$ cat config.mk
export PLATFORM = sky130hd
export DESIGN_NAME = obstacle_scheduler
export DESIGN_NICKNAME = d
export VERILOG_FILES = /design/src/rtl/obstacle_pkg.sv /design/src/rtl/obstacle_lfsr.sv /design/src/rtl/obstacle_scheduler.sv
export SDC_FILE = /design/constraint.sdc
export NUM_CORES = 1
export LEC_CHECK = 0
export CORE_MARGIN = 3
export CORE_UTILIZATION = 50
export CTS_CLUSTER_DIAMETER = 200
export DETAILED_ROUTE_END_ITERATION = 10
export PLACE_DENSITY_LB_ADDON = 0.08
export REMOVE_ABC_BUFFERS = 1
export SYNTH_ARGS = -nofsm -noshare
export SYNTH_HDL_FRONTEND = slang
export SYNTH_SLANG_ARGS = --single-unit
$ cat constraint.sdc
create_clock -name clk -period 2.3 [get_ports clk]
set_input_delay 0.46 -clock clk [delete_from_list [all_inputs] [get_ports clk]]
set_output_delay 0.46 -clock clk [all_outputs]
set_load 0.05 [all_outputs]
$ cat src/rtl/obstacle_pkg.sv
// Shared types and constants for the obstacle spawn scheduler.
package obstacle_pkg;

    typedef enum logic [1:0] {
        ST_IDLE     = 2'd0,
        ST_WAIT_GAP = 2'd1,
        ST_SPAWN    = 2'd2,
        ST_FROZEN   = 2'd3
    } sched_state_t;

    localparam logic KIND_SMALL = 1'b0;
    localparam logic KIND_BIG   = 1'b1;

    // Fibonacci taps 16,14,13,11 expressed as bit positions 15,13,12,10
    localparam logic [15:0] LFSR_TAPS = 16'hB400;

    localparam int SPEEDUP_STEP  = 8;
    localparam int SPEEDUP_SHIFT = 3;

    function automatic logic [15:0] lfsr_next(input logic [15:0] cur);
        return {cur[14:0], ^(cur & LFSR_TAPS)};
    endfunction

endpackage

$ cat src/rtl/obstacle_lfsr.sv
// Purpose: 16-bit Fibonacci LFSR with hold enable, reset to SEED.
// Latency: new value visible the cycle after each enabled clock.
// Backpressure: none; en low simply holds the current value.
module obstacle_lfsr
    import obstacle_pkg::*;
#(
    parameter logic [15:0] SEED = 16'hACE1
) (
    input  logic        clk,
    input  logic        rstn,
    input  logic        en,
    output logic [15:0] lfsr
);

    always_ff @(posedge clk or negedge rstn) begin
        if (!rstn) begin
            lfsr <= SEED;
        end else if (en) begin
            lfsr <= lfsr_next(lfsr);
        end
    end

endmodule

$ cat src/rtl/obstacle_scheduler.sv
// Purpose: spawn scheduler for cactus sprites; optional OBSTACLE_SPEEDUP_EN shrinks the gap.
// Latency: start pulse two cycles after the terminal scroll_tick when a slot is free.
// Backpressure: stalls in SPAWN without pulsing until a sprite slot is free and unclaimed.
module obstacle_scheduler
    import obstacle_pkg::*;
#(
    parameter int          NUM_SLOTS      = 2,
    parameter int          MIN_GAP        = 160,
    parameter int          GAP_RANGE_BITS = 7,
    parameter logic [15:0] LFSR_SEED      = 16'hACE1
) (
    input  logic                 clk,
    input  logic                 rstn,
    input  logic                 scroll_tick,
    input  logic                 run,
    input  logic                 game_over,
    input  logic [NUM_SLOTS-1:0] slot_finish,
    output logic [NUM_SLOTS-1:0] slot_start,
    output logic [NUM_SLOTS-1:0] slot_kind,
    output logic [7:0]           spawn_count,
    output logic [1:0]           sched_state
);

    if (MIN_GAP < 1 || MIN_GAP + (1 << GAP_RANGE_BITS) - 1 > 65535) begin : g_gap_overflow
        $error("obstacle_scheduler: MIN_GAP plus random extra gap exceeds 16 bits");
    end

    sched_state_t         state;
    logic [15:0]          gap_cnt;
    logic [NUM_SLOTS-1:0] claimed;
    logic [NUM_SLOTS-1:0] fin_prev;
    logic [15:0]          lfsr;
    logic                 lfsr_unused;

    logic [NUM_SLOTS-1:0] eligible;
    logic [NUM_SLOTS-1:0] pick;
    logic [NUM_SLOTS-1:0] fin_rise;
    logic [7:0]           count_next;
    logic [15:0]          eff_min;
    logic [15:0]          gap_load;
    logic                 new_kind;

    obstacle_lfsr #(.SEED(LFSR_SEED)) u_lfsr (
        .clk  (clk),
        .rstn (rstn),
        .en   (state != ST_FROZEN),
        .lfsr (lfsr)
    );

    assign lfsr_unused = ^lfsr;

    // Lowest-index eligible slot wins: isolate the least significant set bit
    assign eligible   = slot_finish & ~claimed;
    assign pick       = eligible & (~eligible + NUM_SLOTS'(1));
    assign fin_rise   = slot_finish & ~fin_prev;
    assign count_next = (spawn_count == 8'hFF) ? spawn_count : spawn_count + 8'd1;
    assign new_kind   = lfsr[15] ? KIND_BIG : KIND_SMALL;

`ifdef OBSTACLE_SPEEDUP_EN
    logic [15:0] gap_cut;
    assign gap_cut = 16'(SPEEDUP_STEP) * 16'(count_next >> SPEEDUP_SHIFT);
    assign eff_min = (16'(MIN_GAP) > gap_cut + 16'(MIN_GAP / 2)) ? 16'(MIN_GAP) - gap_cut
                                                                  : 16'(MIN_GAP / 2);
`else
    assign eff_min = 16'(MIN_GAP);
`endif

    assign gap_load    = eff_min + 16'(lfsr[GAP_RANGE_BITS-1:0]);
    assign sched_state = state;

    always_ff @(posedge clk or negedge rstn) begin
        if (!rstn) begin
            state       <= ST_IDLE;
            gap_cnt     <= '0;
            claimed     <= '0;
            fin_prev    <= '0;
            slot_start  <= '0;
            slot_kind   <= '0;
            spawn_count <= '0;
        end else begin
            fin_prev   <= slot_finish;
            slot_start <= '0;
            if (!run) begin
                state       <= ST_IDLE;
                gap_cnt     <= '0;
                claimed     <= '0;
                spawn_count <= '0;
            end else begin
                case (state)
                    ST_IDLE: begin
                        state   <= ST_WAIT_GAP;
                        gap_cnt <= gap_load;
                        claimed <= '0;
                    end
                    ST_WAIT_GAP: begin
                        claimed <= claimed & ~fin_rise;
                        if (game_over) begin
                            state <= ST_FROZEN;
                        // a tick landing on the start pulse belongs to the old gap
                        end else if (scroll_tick && slot_start == '0) begin
                            if (gap_cnt <= 16'd1) begin
                                gap_cnt <= '0;
                                state   <= ST_SPAWN;
                            end else begin
                                gap_cnt <= gap_cnt - 16'd1;
                            end
                        end
                    end
                    ST_SPAWN: begin
                        if (game_over) begin
                            state <= ST_FROZEN;
                        end else begin
                            claimed <= (claimed & ~fin_rise) | pick;
                            if (pick != '0) begin
                                slot_start  <= pick;
                                slot_kind   <= (slot_kind & ~pick) | (pick & {NUM_SLOTS{new_kind}});
                                spawn_count <= count_next;
                                gap_cnt     <= gap_load;
                                state       <= ST_WAIT_GAP;
                            end
                        end
                    end
                    ST_FROZEN: begin
                    end
                    default: begin
                        state <= ST_IDLE;
                    end
                endcase
            end
        end
    end

endmodule

==> reports/metrics.yaml, run 1 <==
run_status:
  status: "completed"
setup_path:
  crit_end: "gap_cnt[4]$_DFFE_PN0P_"
  startpoint_type: "flop"
  critPathMaxFanout: 7
  setup.worst_path.start: "gap_cnt[8]$_DFFE_PN0P_"
  r2r-start: "gap_cnt[8]$_DFFE_PN0P_"
  rr_worst_depth: 5
  path_class: "flop to flop"
  r2r-end: "gap_cnt[4]$_DFFE_PN0P_"
  r2r_setup_slack_ns: 0.20
  critPathRequiredTime_ns: 2.48
  cp-end-kind: "flop"
  cp.arrival_ns: 2.28
yosys:
  synth_fa_ha_area_share_pct: 3.74
  yosys.area_share.simple_pct: 18.3
  yosys.area.top_type_share_pct: 39.3
  syn_inst: 262
  synth_top_family_by_area: "simple AND/OR/NAND/NOR gates"
  synth.ff_latch_count: 50
  synth_cell_types: 53
  synth_top_area_cell: "dfrtp_1"
  synth_compound_area_share_pct: 17.8
  synthMuxAreaShare_pct: 7.44
  synth_area_um2: 2670
  synth_edf_count: 0
  yosys.area_share.xor_xnor_pct: 2.62
  post_synth.cell_area_avg_um2: 10.2
  yosys-top-cells-area: "dfrtp_1 (39%), dfstp_2 (7.9%), mux2_2 (6.3%)"
  async_flop_share_pct: 100
  yosysWarnings: 0
  ys.flop_type: "dfrtp_1"
  seq_area_frac_synth_pct: 47.2
global_route:
  grtUsageTotal_pct: 19.5
  antenna_found_initial: 0
  gr-total-overflow: 0
  grt_pass1_wl_um: 9670
  grt_max_degree: 27
  grt_pass1_vias: 2051
timing:
  finalMaxSlewViolations: 0
  setup_tns_ns: 0
  slew_headroom_pct: 55.0
  holdWs_ns: 0.150
  fin_worst_skew_ns: 0.00699
  tightest_slew_ns: 0.675
  report.final.hold_viol_count: 0
  rsz0062_at_grt: "false"
  setup_viol: 0
  min_period_over_period_pct: 91.4
  period_needed_ns: 2.10
  fmax_mhz: 476
routing:
  wl_per_cell_um: 15.4
  viasPerCell: 5.87
  firstDrtPassIters: 4
  wl_met2_um: 2710
  vias: 2154
  routed_wl_um: 5640
  ant_nets: 0
  highest-signal-layer: "met4"
  met3_length_um: 213
  drt_iter0_markers: 104
  drt-met1-wl_um: 2660
  drc: 0
floorplan:
  initial_utilization_pct: 54.1
  rows: 25
  fp.dieH_um: 79.1
  pin_count: 21
  core_area_um2: 4940
  fp.dieW_um: 79.1
  die_area_um2: 6260
cts:
  ctsHtreeMaxLevel: 2
  cts_made_buffers: 5
  clock_sinks: 50
  clk_path_buf_depth: 2
  clk_pin_slew_ns: 0.10
  cts_hold_buf: 0
  insertion_delay_ns: 0.31
  cts_tree: "yes"
  root_buffer: "clkbuf_8"
cells_and_area:
  layout.nets: 314
  final_area_um2: 3180
  layout-drive-gt1-share_pct: 19.7
  utilization_pct: 64.4
  antennaDiodeCount: 0
  area_delta_synth_final_pct: 19.0
job:
  max_cap_viol_count: 0
placement:
  dpl.hpwl_um: 4080
  place_congestion: 0.813
  placed_area_um2: 3060
  portBuffers: 20
min_path:
  hp-class: "input port to asynchronous set/reset pin"
power:
  power_uw: 3150
  p_leak_uw: 0.00140
  p_per_area_nw_per_um2: 990
  ir_worst_vdd_v: 0.000523
[critical path, cell delays in order (launching register included)]
cell      delay [ns]
dfrtp_1         0.46
or3_1           0.49
nor3_2          0.28
nand3_2         0.22
o21bai_1        0.39
o211ai_1        0.15
[logic make-up after synthesis]
family                     Yosys count
AOI/OAI and AO/OA                   66
xor gates and xnor gates             8
adders and majority gates            8
buffers and inverters               20
DFF                                 50
muxes                               18
and+or+nand+nor                     92
[what timing repair did]
item	4_1_cts	5_1_grt
setup buffers	0	0
endpoints found under the setup margin	0	3
endpoints found under the hold margin	0	0
resized for setup	0	1
[synth_stat cells, types with 3 or more instances]
library cell,n
xnor2_1,4
o21ai_0,17
inv_1,9
and2_1,6
nand3_1,8
ha_1,8
buf_2,3
a21oi_1,8
nor3_1,14
nor2b_1,8
o2bb2ai_1,6
nand4_1,3
clkbuf_1,7
nor2_1,14
or3_1,3
dfrtp_1,42
nand2b_1,4
a22o_1,5
o211ai_1,5
nand2_1,18
nor4_1,5
mux2_2,15
o31ai_1,4
mux2i_1,3
xor2_1,4
dfstp_2,8
[registers in the layout (all words and copies together) (netlist names), named ones only]
| signal | flops |
|---|---|
| fin_prev | 2 |
| claimed | 2 |
| sched_state | 2 |
| slot_start | 2 |
| spawn_count | 8 |
| u_lfsr.lfsr | 16 |
| gap_cnt | 16 |
[worst min-delay path by stage]
| stage | to | slack, ns | from | depth (start not counted) |
|---|---|---|---|---|
| after floorplan | asynchronous set/reset pin | 0.16 | rstn | 0 |
| after global placement | u_lfsr.lfsr[1]$_DFFE_PN0P_ | 0.47 | u_lfsr.lfsr[1]$_DFFE_PN0P_ | 2 |
| after detailed placement | u_lfsr.lfsr[1]$_DFFE_PN0P_ | 0.48 | u_lfsr.lfsr[1]$_DFFE_PN0P_ | 2 |
| after CTS | spawn_count[0]$_DFFE_PN0P_ | 0.16 | rstn | 1 |
| after global routing | spawn_count[0]$_DFFE_PN0P_ | 0.18 | rstn | 1 |
| final | spawn_count[0]$_DFFE_PN0P_ | 0.15 | rstn | 1 |
[cell usage in the layout, fill, tap and decap left out, drive strengths merged, types with 2 or more instances in the layout]
cell type,n
nor4,5
or3,4
nor3,15
and2,6
o2bb2ai,6
buf,21
a21boi,2
a22o,5
o31ai,4
o41ai,2
nand2b,4
xor2,4
ha,8
nor2,14
nor2b,8
and3,2
dfrtp,42
mux2i,3
nand4,3
o21ai,17
a21oi,8
nand2,18
a31o,3
inv,9
dfstp,8
o32a,2
o211ai,5
clkinvlp,2
mux2,15
clkdlybuf4s50,19
clkbuf,5
xnor2,4
nand3,9
[power by group]
part / switching [µW] / total, µW / internal [µW]
registers: 113 / 1080 / 970
logic: 870 / 1430 / 562
clock network: 312 / 636 / 324
[per-stage QoR]
step / instances / worst slack [ns]
global route: 367 / 0.0212
detailed placement: 359 / -0.0601
CTS: 367 / 0.160
global placement: 359 / -0.0414
finish: 367 / 0.197
floorplan: 252 / -0.0448
[routing by layer]
metal	vias to the layer above	global-route usage (%)
met4	0	4.81
li1	1032	-
met5	-	0
met1	1082	25.6
met2	35	32.6
met3	5	4.42
[cell type report]
cell class | count | area, µm²
fillers | 433 | 1760
clock buffers | 5 | 68.8
flip-flops and latches | 50 | 1260
well taps | 67 | 83.8
multi-input cells | 192 | 1340
clock inverters | 3 | 45.0
repair buffers | 40 | 345
inverters | 10 | 37.5
(Power assumes the default switching activity.)
==> inputs of run 2 (changes only) <==
- CTS_CLUSTER_SIZE: not set -> 8
- RECOVER_POWER: not set -> 50
- TNS_END_PERCENT: not set -> 10
==> reports/metrics.yaml, run 2 (same netlist as run 1, synthesis figures left out) <==
placement:
  portBuffers: 20
  dpl.hpwl_um: 4080
  placed_area_um2: 3060
  pre_cts_slack_ns: -0.0601
  place_congestion: 0.813
routing:
  viasPerCell: 5.84
  drt_iter0_markers: 85
  firstDrtPassIters: 4
  routed_wl_um: 5600
  drc: 0
  ant_nets: 0
  vias: 2145
  wl_per_cell_um: 15.3
floorplan:
  rows: 25
  pin_count: 21
  die_area_um2: 6260
  initial_utilization_pct: 54.1
  core_area_um2: 4940
  fp.dieW_um: 79.1
  fp.dieH_um: 79.1
min_path:
  hp-class: "input port to asynchronous set/reset pin"
global_route:
  grt_max_degree: 27
  antenna_found_initial: 0
  grtUsageTotal_pct: 19.5
  gr-total-overflow: 0
  grt_pass1_wl_um: 9670
  grt_pass1_vias: 2051
timing:
  min_period_over_period_pct: 91.3
  finalMaxSlewViolations: 0
  rsz0062_at_grt: "false"
  holdWs_ns: 0.461
  report.final.hold_viol_count: 0
  slew_headroom_pct: 3.92
  fmax_mhz: 476
  period_needed_ns: 2.10
  fin_worst_skew_ns: 0.00675
  tightest_slew_ns: 1.44
  setup_viol: 0
  setup_slack_ns: 0.200
cells_and_area:
  final_area_um2: 3170
  layout-drive-gt1-share_pct: 18.7
  n_fill_cell: 436
  antennaDiodeCount: 0
  layout_commonest_cell: "dfrtp_1"
  layout_common_cells: "dfrtp_1 (42), nand2_1 (18), clkdlybuf4s50_1 (18)"
  multi_input_area_um2: 1340
  area_delta_synth_final_pct: 18.6
  seqCellArea_um2: 1260
  largestRegisters: "gap_cnt (16), u_lfsr.lfsr (16), spawn_count (8)"
  layout.nets: 314
  utilization_pct: 64.2
setup_path:
  cp.arrival_ns: 2.28
  crit_buf_inv: 0
  critPathMaxFanout: 7
  critPathRequiredTime_ns: 2.48
  cp-end-kind: "flop"
  max_stage_delay_ns: 0.49
  startpoint_type: "flop"
  worstPathCellList: "or3_1, nor3_2, nand3_2, o21bai_1, o211ai_1"
  cpMaxStageDelayCell: "or3_1"
  path_class: "flop to flop"
  cp_top_family: "simple AND/OR/NAND/NOR gates"
run_status:
  status: "completed"
cts:
  clk_pin_slew_ns: 0.10
  clock_sinks: 50
  cts_tree: "yes"
  post_cts_buffers: 0
  cts_made_buffers: 5
  insertion_delay_ns: 0.31
  clk_path_buf_depth: 2
  ctsHtreeMaxLevel: 2
  root_buffer: "clkbuf_8"
power:
  ir_worst_vdd_v: 0.000521
  p_per_area_nw_per_um2: 993
  p_leak_uw: 0.00139
  power_uw: 3150
job:
  max_cap_viol_count: 0
-- run 2: changes by cell type in the layout (fill, tap and decap cells not counted), sizes merged --
cell           change
dlygate4sd3        +1
buf                -4
clkdlybuf4s50      -1
clkbuf             +4
-- run 2: worst paths after layout --
| kind | start | slack [ns] | endpoint | cells after the start |
|---|---|---|---|---|
| setup reg to reg | gap_cnt[8]$_DFFE_PN0P_ | 0.20 | gap_cnt[4]$_DFFE_PN0P_ | 5 |
| max in group asynchronous | rstn | 0.68 | u_lfsr.lfsr[5]$_DFFE_PN1P_ | 2 |
| min in group clk | u_lfsr.lfsr[0]$_DFFE_PN1P_ | 0.49 | u_lfsr.lfsr[0]$_DFFE_PN1P_ | 2 |
| hold / removal | rstn | 0.46 | spawn_count[0]$_DFFE_PN0P_ | 1 |
| hold reg to reg | u_lfsr.lfsr[0]$_DFFE_PN1P_ | 0.49 | u_lfsr.lfsr[0]$_DFFE_PN1P_ | 2 |
| setup / recovery | gap_cnt[8]$_DFFE_PN0P_ | 0.20 | gap_cnt[4]$_DFFE_PN0P_ | 5 |
-- run 2: per-stage QoR --
| step | TNS, ns | std cells |
|---|---|---|
| 2_1_floorplan | -0.216 | 252 |
| 3_3_place_gp | -0.184 | 359 |
| 3_5_place_dp | -0.401 | 359 |
| 4_1_cts | 0 | 367 |
| 5_1_grt | 0 | 367 |
| 6_report | 0 | 367 |
-- run 2: per-layer routing --
metal / track usage (%) / share of wire (%) / up-vias
li1: - / - / 1035
met3: 4.42 / 2.9 / 5
met4: 4.81 / 1.0 / 0
met1: 25.6 / 48 / 1075
met5: 0 / 0 / -
met2: 32.6 / 48 / 30
-- run 2: area by class of cell --
cell class,instances,share of cell area (%)
multi-input combinational,192,42.3
inverter,10,1.18
sequential,50,39.8
timing repair buffer,40,10.5
clock buffer,5,2.17
tap,67,2.64
clock inverter,3,1.42
-- run 2: power by group --
group / switching [µW] / internal (µW) / leakage, µW
sequential: 114 / 970 / 0.000658
clock: 309 / 324 / 0.0000504
combinational: 870 / 560 / 0.000680
-- run 2: worst register-to-register path, delay by kind of cell, from the launching register on --
family	cells	cell delay (ns)
AOI/OAI and AO/OA	2	0.54
and+or+nand+nor	3	0.99
DFF	1	0.46
-- run 2: repair_timing --
item / in CTS / in global routing
setup endpoints to repair: 0 / 3
hold buffers: 0 / 0
gates resized for setup: 0 / 1
